### config.mk
export PLATFORM = sky130hd
export DESIGN_NAME = text_iter_arbiter
export DESIGN_NICKNAME = d
export VERILOG_FILES = /design/src/rtl/text_iter_arbiter.sv
export SDC_FILE = /design/constraint.sdc
export NUM_CORES = 1
export LEC_CHECK = 0
export ABC_AREA = 0
export BUFFER_PORTS_ARGS = -buffer_cell sky130_fd_sc_hd__buf_2
export CAP_MARGIN = 15
export CORE_ASPECT_RATIO = 0.75
export CORE_UTILIZATION = 30
export DETAILED_ROUTE_END_ITERATION = 10
export HOLD_SLACK_MARGIN = 0.15
export PLACE_DENSITY = 0.61
export SETUP_SLACK_MARGIN = 0.5
export SLEW_MARGIN = 10
export SYNTH_ARGS = -nofsm -noshare
export SYNTH_HDL_FRONTEND = slang
export SYNTH_SLANG_ARGS = --single-unit
### constraint.sdc
create_clock -name clk -period 3.5 [get_ports clk]
set_clock_uncertainty 0.15 [all_clocks]
set_input_delay 0.525 -clock clk [delete_from_list [all_inputs] [get_ports clk]]
set_output_delay 0.525 -clock clk [all_outputs]
set_load 0.03 [all_outputs]
### src/rtl/text_iter_arbiter.sv
// Round-robin owner of the text_buffer iterator port: renderer (A, visible
// iteration) and parser (B, full iteration) take turns, one iteration per grant.
module text_iter_arbiter #(
  parameter int unsigned SYMBOL_WIDTH = 7
) (
  input  logic                    clk,
  input  logic                    rst_n,
  input  logic                    a_req,
  output logic                    a_grant,
  input  logic                    a_en,
  output logic                    a_valid,
  output logic                    a_done,
  input  logic                    b_req,
  output logic                    b_grant,
  input  logic                    b_en,
  output logic                    b_valid,
  output logic                    b_done,
  output logic [SYMBOL_WIDTH-1:0] sym_out,
  output logic                    cursor_left_out,
  output logic                    cursor_right_out,
  output logic                    tb_full_iter_start,
  output logic                    tb_visible_iter_start,
  output logic                    tb_iter_en,
  input  logic [SYMBOL_WIDTH-1:0] tb_iter_out,
  input  logic                    tb_iter_out_valid,
  input  logic                    tb_cursor_left,
  input  logic                    tb_cursor_right
);

  typedef enum logic [1:0] {
    ST_IDLE,
    ST_START,
    ST_STREAM,
    ST_RELEASE
  } state_e;

  typedef enum logic {
    OWN_A,
    OWN_B
  } owner_e;

  state_e state_q, state_d;
  owner_e owner_q, owner_d;
  owner_e last_q, last_d;
  logic   done_d;
  logic   granted_d;
  logic   a_grant_q, a_grant_d;
  logic   b_grant_q, b_grant_d;
  logic   a_done_q, a_done_d;
  logic   b_done_q, b_done_d;

  logic   own_req;
  logic   own_en;
  logic   port_active;
  logic   sym_nul;

  assign own_req     = (owner_q == OWN_A) ? a_req : b_req;
  assign own_en      = (owner_q == OWN_A) ? a_en  : b_en;
  assign port_active = (state_q == ST_START) || (state_q == ST_STREAM);
  assign sym_nul     = (tb_iter_out == '0);

  // Next state, owner selection and registered output values
  always_comb begin
    state_d = state_q;
    owner_d = owner_q;
    last_d  = last_q;
    done_d  = 1'b0;
    unique case (state_q)
      ST_IDLE: begin
        if (a_req || b_req) begin
          state_d = ST_START;
          if (a_req && b_req) begin
            owner_d = (last_q == OWN_A) ? OWN_B : OWN_A;
          end else begin
            owner_d = a_req ? OWN_A : OWN_B;
          end
        end
      end
      ST_START: begin
        if (!own_req) begin
          state_d = ST_RELEASE;
        end else if (tb_iter_out_valid) begin
          state_d = ST_STREAM;
        end
      end
      ST_STREAM: begin
        // Completing on the NUL handshake wins over a simultaneous req drop
        if (tb_iter_out_valid && sym_nul && own_en) begin
          state_d = ST_RELEASE;
          done_d  = 1'b1;
        end else if (!own_req) begin
          state_d = ST_RELEASE;
        end
      end
      ST_RELEASE: begin
        state_d = ST_IDLE;
        last_d  = owner_q;
      end
      default: begin
        state_d = ST_IDLE;
      end
    endcase

    granted_d = (state_d == ST_START) || (state_d == ST_STREAM);
    a_grant_d = granted_d && (owner_d == OWN_A);
    b_grant_d = granted_d && (owner_d == OWN_B);
    a_done_d  = done_d && (owner_q == OWN_A);
    b_done_d  = done_d && (owner_q == OWN_B);
  end

  always_ff @(posedge clk or negedge rst_n) begin
    if (!rst_n) begin
      state_q   <= ST_IDLE;
      owner_q   <= OWN_A;
      last_q    <= OWN_B;
      a_grant_q <= 1'b0;
      b_grant_q <= 1'b0;
      a_done_q  <= 1'b0;
      b_done_q  <= 1'b0;
    end else begin
      state_q   <= state_d;
      owner_q   <= owner_d;
      last_q    <= last_d;
      a_grant_q <= a_grant_d;
      b_grant_q <= b_grant_d;
      a_done_q  <= a_done_d;
      b_done_q  <= b_done_d;
    end
  end

  assign a_grant = a_grant_q;
  assign b_grant = b_grant_q;
  assign a_done  = a_done_q;
  assign b_done  = b_done_q;

  // Start lines, flow control and symbol stream are zero-latency paths
  assign tb_visible_iter_start = (state_q == ST_START) && (owner_q == OWN_A);
  assign tb_full_iter_start    = (state_q == ST_START) && (owner_q == OWN_B);
  assign tb_iter_en            = port_active && own_en;
  assign a_valid = (state_q == ST_STREAM) && (owner_q == OWN_A) && tb_iter_out_valid;
  assign b_valid = (state_q == ST_STREAM) && (owner_q == OWN_B) && tb_iter_out_valid;

  assign sym_out          = tb_iter_out;
  assign cursor_left_out  = tb_cursor_left;
  assign cursor_right_out = tb_cursor_right;

endmodule

# ---- Yosys cells after proc, flatten, opt, wreduce, memory -nomap -nowiden
# Index checks and enable logic that the tools add are counted.
dict set report totals {
  reg_bits 8
  latchBits 0
  mem_bits_rw 0
  romBits 0
  inputBits 16
  output_inout_bits 18
  elab_cells 48
  memories 0
}
dict set report op_classes {
  addsub 0
  mul 0
  div 0
  magnitude_cmp 0
  eq_ne 5
  n_shift 0
  muxes 15
  bitwise 2
  n_reduce_logical 19
}
# op n
set ops {}
lappend ops {{logical AND 1 bit} 14}
lappend ops {{two-way mux 2 bit} 5}
lappend ops {{two-way mux 1 bit} 9}
lappend ops {{case mux 2 bit (4 select lines)} 1}
lappend ops {{zero test 7 bit} 1}
lappend ops {{== test 2 bit (second input constant)} 3}
lappend ops {{== test 2 x 1 -> 1 bit (second input constant)} 2}
lappend ops {{logical OR 1 bit} 3}
lappend ops {{zero test 2 bit} 1}
lappend ops {{NOT 1 bit} 2}

# ---- Longest topological paths before layout
# Gate-level depths: netlist of run 1.
dict set report depth {
  depth_word 8
  ltp_mapped 7
  ltp_nobuf 7
}

# ---- Least setup slack after synthesis of run 1
# OpenSTA, ideal clock, no wires.
dict set report synth_timing {
  path_type {input-to-reg}
  startpoint {in tb_iter_out[1]}
  endpoint {reg a_grant_q, in the netlist a_grant}
  setup_ns 0.077
  arrival_time_ns 1.903
  required_ns 3.273
  slack_ns 1.369
  path_stages 5
  path_cell_list {or4_4 -> nor4_4 -> a211oi_2 -> or3_1 -> a21oi_1}
}
dict set report synth_via {
  elab_chain_cells 8
  word_cells_on_any_way 9
  classes_between {eq/ne: 2; mux: 2; reduce/logical: 5}
}
# item line
set synth_rtl {}
lappend synth_rtl {{start: declaration} 24} ;# input logic [SYMBOL_WIDTH-1:0] tb_iter_out,
lappend synth_rtl {{zero test 7 bit *} 60} ;# assign sym_nul = (tb_iter_out == '0);
lappend synth_rtl {{logical AND 1 bit * (2 in series)} 88} ;# if (tb_iter_out_valid && sym_nul && own_en) begin
lappend synth_rtl {{two-way mux 2 bit *} 88}
lappend synth_rtl {{case mux 2 bit (4 select lines) *} 68} ;# unique case (state_q)
lappend synth_rtl {{== test 2 x 1 -> 1 bit / == test 2 bit (equally long branches)} 104} ;# granted_d = (state_d == ST_START) || (state_d == ST_STREAM);
lappend synth_rtl {{logical OR 1 bit *} 104}
lappend synth_rtl {{logical AND 1 bit *} 105} ;# a_grant_d = granted_d && (owner_d == OWN_A);
lappend synth_rtl {{named net a_grant_d} 47} ;# logic a_grant_q, a_grant_d;
lappend synth_rtl {{end signal: assignment} 124} ;# a_grant_q <= a_grant_d;
lappend synth_rtl {{end: declaration} 47}
# The timed path passes the listed nets; every way through them passes the cells marked *.
# A chain may end at the register's enable or synchronous reset.

# ---- Worst setup path after layout of run 1
dict set report layout_timing {
  startpoint {reg state_q[0]}
  endpoint {out a_valid}
}
dict set report layout_via {
  elab_chain_cells 3
}
# item line
set layout_rtl {}
lappend layout_rtl {{start: declaration} 42} ;# state_e state_q, state_d;
lappend layout_rtl {{start signal: assignment} 121} ;# state_q <= state_d;
lappend layout_rtl {{== test 2 bit} 140} ;# assign a_valid = (state_q == ST_STREAM) && (owner_q == OWN_A) && tb_iter_out_valid;
lappend layout_rtl {{logical AND 1 bit (2 in series)} 140}
lappend layout_rtl {{end: declaration} 11} ;# output logic a_valid,
# Every way passes these cells.

==> out/qor.yml, run 1 <==
layout:
  regArea_um2: 201
  antenna_cells: 0
  stdcell_area_um2: 724
  final_cells: 105
  final_common_cell: "buf_2"
  final_cell_mix: "29 x buf_2, 7 x dfrtp_1, 6 x ha_1, 4 x nand2_1"
  area_growth_pct: 22.7
  drive_above_1_share: 0.482
  nets: 106
  n_fill_cell: 193
  multiInputGateArea_um2: 303
global_route:
  grt_max_degree: 11
  antenna_found_initial: 0
  first_global_vias: 395
  grtUsageMet2: 0.184
  use_met3: 0.0795
  grt_remaining_overflow: 0
  grt_pass1_wl_um: 1720
  busiest_layer: "met2"
  grt_usage: 0.126
  grt_util_met1: 0.143
logic_synthesis:
  syn_area_um2: 591
  synth.mux.area_fraction: 0.0593
  seq_area_frac_synth: 0.341
  synth_top_family_by_area: "simple AND/OR/NAND/NOR gates"
  yosys.area_share.simple: 0.237
  synth-seq-cells: 8
  synthXorXnorAreaFrac: 0
  yosys_warnings: 0
  syn_avg_cell_area_um2: 10.0
  synth-compound-area-share: 0.0890
  syn_inst: 59
  post_synth_num_cell_types: 27
  synthAdderAreaFrac: 0.127
  synth_nets: 81
pwr:
  p_per_area_nw_per_um2: 800
  power_leakage_nw: 0.393
  max-vdd-ir-drop_mv: 0.356
  total_power_mw: 0.579
setup_path:
  crit_required_ns: 2.82
  crit_path_max_fanout: 5
  r2r-start: "state_q[0]"
  worstSetupEndpointType: "primary output"
  cp.arrival_ns: 1.43
  crit_start: "state_q[0]"
  critPathLaunchType: "flop"
  path_class: "flop to primary output"
  reg2reg_slack_ns: 1.43
  reg2regPathDepth: 7
  endpoint: "a_valid"
  rr_endpoint: "b_grant"
clocking:
  h-tree-depth: 1
  cts_buffer_depth: 2
  cts_tree: "built"
  clock_sinks: 8
  cts_setup_buffers: 0
  root_buffer: "clkbuf_4"
  clk_latency_ns: 0.25
  cts_inserted_buffers: 3
  cts.reportedPaths.clkPinSlew_ns: 0.05
floorplanning:
  die_area_um2: 2150
  rows: 13
  die_h_um: 40.4
  coreArea_um2: 1790
  ios: 34
  die_width_um: 53.2
  start_util: 0.330
timing:
  setup_viol: 0
  min_period_ns: 2.10
  setup_ws_ns: 1.40
  tightest_slew_ns: 0.424
  finalHoldViolCount: 0
  fmax_mhz: 475
  rsz0062_at_grt: "false"
  final-max-slew-violation-count: 0
  max_slew_margin: 0.716
  finalSetupTns_ns: 0
  fin_crit_sh: 0.601
detailed_routing:
  wire_per_inst_um: 10.6
  viasPerCell: 4.50
  drc_errors: 0
  postRouteWirelength_um: 1110
  dr.pass1.iters: 4
  vias: 472
  drtAntennaViolNets: 0
  drtIter0Drc: 7
placement:
  dp_cells: 100
  place_area_um2: 688
  port_buffers: 29
  place_congestion: 0.648
  hpwlAfterDp_um: 936
  pre_cts_ws_ns: 1.16
job:
  cap_violations: 0
min_path:
  worstHoldPathType: "flop to flop"
  holdPathStages: 1
status:
  status: "finished, final reports clean"
[final cells by class]
type                       count  share of cell area
clock buffer                   4              0.0363
inverter                       3              0.0155
multi-input combinational     38               0.418
sequential                     8               0.278
tap                           22              0.0380
timing repair buffer          30               0.214
[sequential cells by signal, summed over array words and instances (netlist names)]
| name | cells |
|---|---|
| owner_q | 1 |
| a_grant | 1 |
| b_done | 1 |
| last_q | 1 |
| b_grant | 1 |
| a_done | 1 |
| state_q | 2 |
[logic make-up (layout without fill, tap and decap cells)]
| kind of cell | after synthesis | after routing |
|---|---|---|
| AND/OR/NAND/NOR | 22 | 22 |
| multiplexers | 3 | 3 |
| buffers and inverters | 13 | 37 |
| flip-flops | 8 | 8 |
| adder cells (fa/ha/maj) | 6 | 6 |
| AO/OA/AOI/OAI | 7 | 7 |
[worst min path at each step]
stage / start / endpoint / slack [ns]
after floorplan: rst_n / a_done / 0.08
after global placement: rst_n / state_q[1] / 0.22
after detailed placement: rst_n / state_q[1] / 0.23
after CTS: b_req / owner_q / 0.47
after global routing: b_req / owner_q / 0.47
final: last_q / last_q / 0.47
[critical path: stages, from the launching register on]
cell,delay [ns]
dfrtp_1,0.42
inv_1,0.15
ha_1,0.21
nand2_1,0.11
nor2_1,0.09
buf_2,0.20
[power breakdown]
part	internal [mW]	total, mW	switching (mW)
registers	0.131	0.170	0.0389
clock network	0.0437	0.0757	0.0320
logic	0.135	0.333	0.199
[per-layer routing]
layer  routed length, um  part of all wire
met5                   0                 0
met4                  12             0.011
met3                  79             0.071
met2                 520              0.47
met1                 500              0.45
[cell usage after synthesis, drive strengths merged]
cell type / instances / share of area
buf: 10 / 0.13
dfrtp: 7 / 0.30
ha: 6 / 0.13
nand2: 4 / 0.025
inv: 3 / 0.019
nor2: 3 / 0.019
nor2b: 3 / 0.032
a211oi: 2 / 0.034
a21oi: 2 / 0.017
and2: 2 / 0.021
and3: 2 / 0.021
mux2i: 2 / 0.040
nor4: 2 / 0.047
or3: 2 / 0.023
a21o: 1 / 0.013
a32o: 1 / 0.017
dfstp: 1 / 0.044
mux2: 1 / 0.019
nand2b: 1 / 0.011
nor3: 1 / 0.0085
o21ai: 1 / 0.0085
or2: 1 / 0.011
or4: 1 / 0.019
[metrics by stage]
step                       util  hold WS, ns
final                     0.405        0.472
after global routing      0.405        0.474
after CTS                 0.405        0.473
after detailed placement  0.385        0.228
after global placement    0.385        0.224
after floorplan               -       0.0794
[timing repair]
item,CTS,global route
hold buffers,1,0
hold endpoints to repair,7,0
gates resized for setup,0,0
Note: power is estimated with default switching activity, not from simulation.
==> inputs of run 2 (changes only) <==
PLACE_DENSITY = 0.64   (was 0.61)
clock period = 1.9 ns   (was 3.5 ns; I/O delays follow)
==> out/qor.yml, run 2 (synthesis gave the netlist of run 1 again) <==
clocking:
  clk_latency_ns: 0.26  # was 0.25 ns
  h-tree-depth: 1  # unchanged
  cts_buffer_depth: 2  # unchanged
  cts_inserted_buffers: 3  # unchanged
  cts.reportedPaths.clkPinSlew_ns: 0.06  # was 0.05 ns
  root_buffer: "clkbuf_4"  # unchanged
  clock_sinks: 8  # unchanged
  cts_tree: "built"  # unchanged
setup_path:
  cp.arrival_ns: 1.87  # was 1.43 ns
  worstSetupEndpointType: "flop"  # was primary output
  critPathLaunchType: "flop"  # unchanged
  reg2regPathDepth: 7  # unchanged
  reg2reg_slack_ns: 0.03  # was 1.43 ns
  crit_required_ns: 1.90  # was 2.82 ns
  crit_path_cell_trace: "buf_6 -> ha_4 -> nand2b_4 -> a21o_1 -> a211oi_4 -> or3_4 -> a21oi_2"  # was inv_1 -> ha_1 -> nand2_1 -> nor2_1 -> buf_2
  path_class: "flop to flop"  # was flop to primary output
  crit_path_max_incr_delay_ns: 0.46  # was 0.42 ns
  slowest_stage: "dfrtp_2"  # was dfrtp_1
  crit_path_max_fanout: 5  # unchanged
floorplanning:
  die_h_um: 40.4  # unchanged
  start_util: 0.330  # unchanged
  rows: 13  # unchanged
  die_width_um: 53.2  # unchanged
  coreArea_um2: 1790  # unchanged
  ios: 34  # unchanged
  die_area_um2: 2150  # unchanged
pwr:
  power_leakage_nw: 0.473  # was 0.393 nW
  max-vdd-ir-drop_mv: 0.757  # was 0.356 mV
  p_per_area_nw_per_um2: 1710  # was 800 nW/um2
layout:
  final_common_cell: "buf_2"  # unchanged
  post-route-util: 0.573  # was 0.405
  area_growth_pct: 73.7  # was 22.7%
  drive_above_1_share: 0.815  # was 0.482
  n_fill_cell: 150  # was 193
  antenna_cells: 0  # unchanged
  final_cells: 114  # was 105
  nets: 115  # was 106
  largest_register: "state_q"  # unchanged
  largest_reg_flops: 2  # unchanged
  final_cell_mix: "23 x buf_2, 8 x buf_6, 7 x buf_4, 5 x ha_4, 4 x dfrtp_1"  # was 29 x buf_2, 7 x dfrtp_1, 6 x ha_1, 4 x nand2_1
global_route:
  grt_max_degree: 9  # was 11
  first_global_vias: 475  # was 395
  grt_usage: 0.168  # was 0.126
  antenna_found_initial: 0  # unchanged
  busiest_layer: "met2"  # unchanged
  grt_util_met1: 0.189  # was 0.143
  grt_remaining_overflow: 0  # unchanged
  grtUsageMet2: 0.300  # was 0.184
  grt_pass1_wl_um: 2340  # was 1720 um
  use_met3: 0.0568  # was 0.0795
timing:
  setup_viol: 0  # unchanged
  tightest_slew_ns: 0.294  # was 0.424 ns
  fin_crit_sh: 0.983
  min_period_ns: 1.87
  final-max-slew-violation-count: 0  # unchanged
  finalHoldViolCount: 0  # unchanged
  fmax_mhz: 535
  rsz0062_at_grt: "true"  # was false
  max_slew_margin: 0.802  # was 0.716
detailed_routing:
  vias: 554  # was 472
  drc_errors: 0  # unchanged
  postRouteWirelength_um: 1730  # was 1110 um
  dr.pass1.iters: 4  # unchanged
  drtIter0Drc: 3  # was 7
  viasPerCell: 4.86  # was 4.50
  drtAntennaViolNets: 0  # unchanged
  wire_per_inst_um: 15.1  # was 10.6 um
placement:
  dp_cells: 101  # was 100
  place_congestion: 0.756  # was 0.648
  port_buffers: 29  # unchanged
  hpwlAfterDp_um: 1080  # was 936 um
job:
  cap_violations: 0  # unchanged
min_path:
  worstHoldPathType: "input port to async pin"  # was flop to flop
status:
  status: "finished, final reports clean"  # unchanged
-- run 2: cell count changes in the layout (fill, tap and decap cells not counted), moves of 3 or more --
cell     delta
buf_2       -6
buf_4       +7
buf_6       +8
dfrtp_1     -3
dfrtp_2     +3
ha_1        -5
ha_4        +5
-- run 2: stage by stage --
stage	power [mW]	TNS [ns]	hold WS (ns)	area (um2)	setup WS, ns
3_5_place_dp	1.04	-0.0513	-0.0109	738	-0.0481
4_1_cts	1.50	0	0.230	917	0.0664
2_1_floorplan	0.881	0	-0.161	633	0.180
3_3_place_gp	1.03	0	-0.0167	738	0.0332
6_report	1.75	0	0.246	1030	0.0316
5_1_grt	1.85	-0.0134	0.253	1030	-0.0134
-- run 2: power breakdown --
part	internal, mW	switching [mW]	leakage [nW]
registers	0.249	0.0871	0.0971
clock network	0.0808	0.0650	0.0150
logic	0.649	0.624	0.361
-- run 2: path summary, 6_finish.rpt --
path | from | end
min in group clk | b_req | owner_q
max | state_q[1] | b_grant
min reg2reg | last_q | last_q
max reg2reg | state_q[1] | b_grant
min | rst_n | a_done
max in group asynchronous | rst_n | last_q
-- run 2: per-layer routing --
metal,vias to the layer above,routed length (um)
met2,11,963
met3,3,59
li1,259,-
met4,0,9
met5,-,0
met1,281,694
-- run 2: timing repair --
action,in CTS,in global routing
resized for setup,24,19
pin swaps,10,6
buffers inserted,5,3
setup endpoints to repair,11,12
hold endpoints to repair,8,0
hold buffers,1,0
-- run 2: worst max-delay path: cells and delay by family, from the launching register on --
family	cells	cell delay [ns]
AO/OA/AOI/OAI	3	0.50
buffers and inverters	1	0.14
adder cells (fa/ha/maj)	1	0.17
flip-flops	1	0.46
AND/OR/NAND/NOR	2	0.32
-- run 2: final cells by class --
cell class              instances  area (um2)  area share
repair buffers                 39         268       0.261
flip-flops and latches          8         205       0.200
multi-input cells              38         480       0.468
inverters                       3        18.8      0.0183
clock buffers                   4        26.3      0.0256
well taps                      22        27.5      0.0268
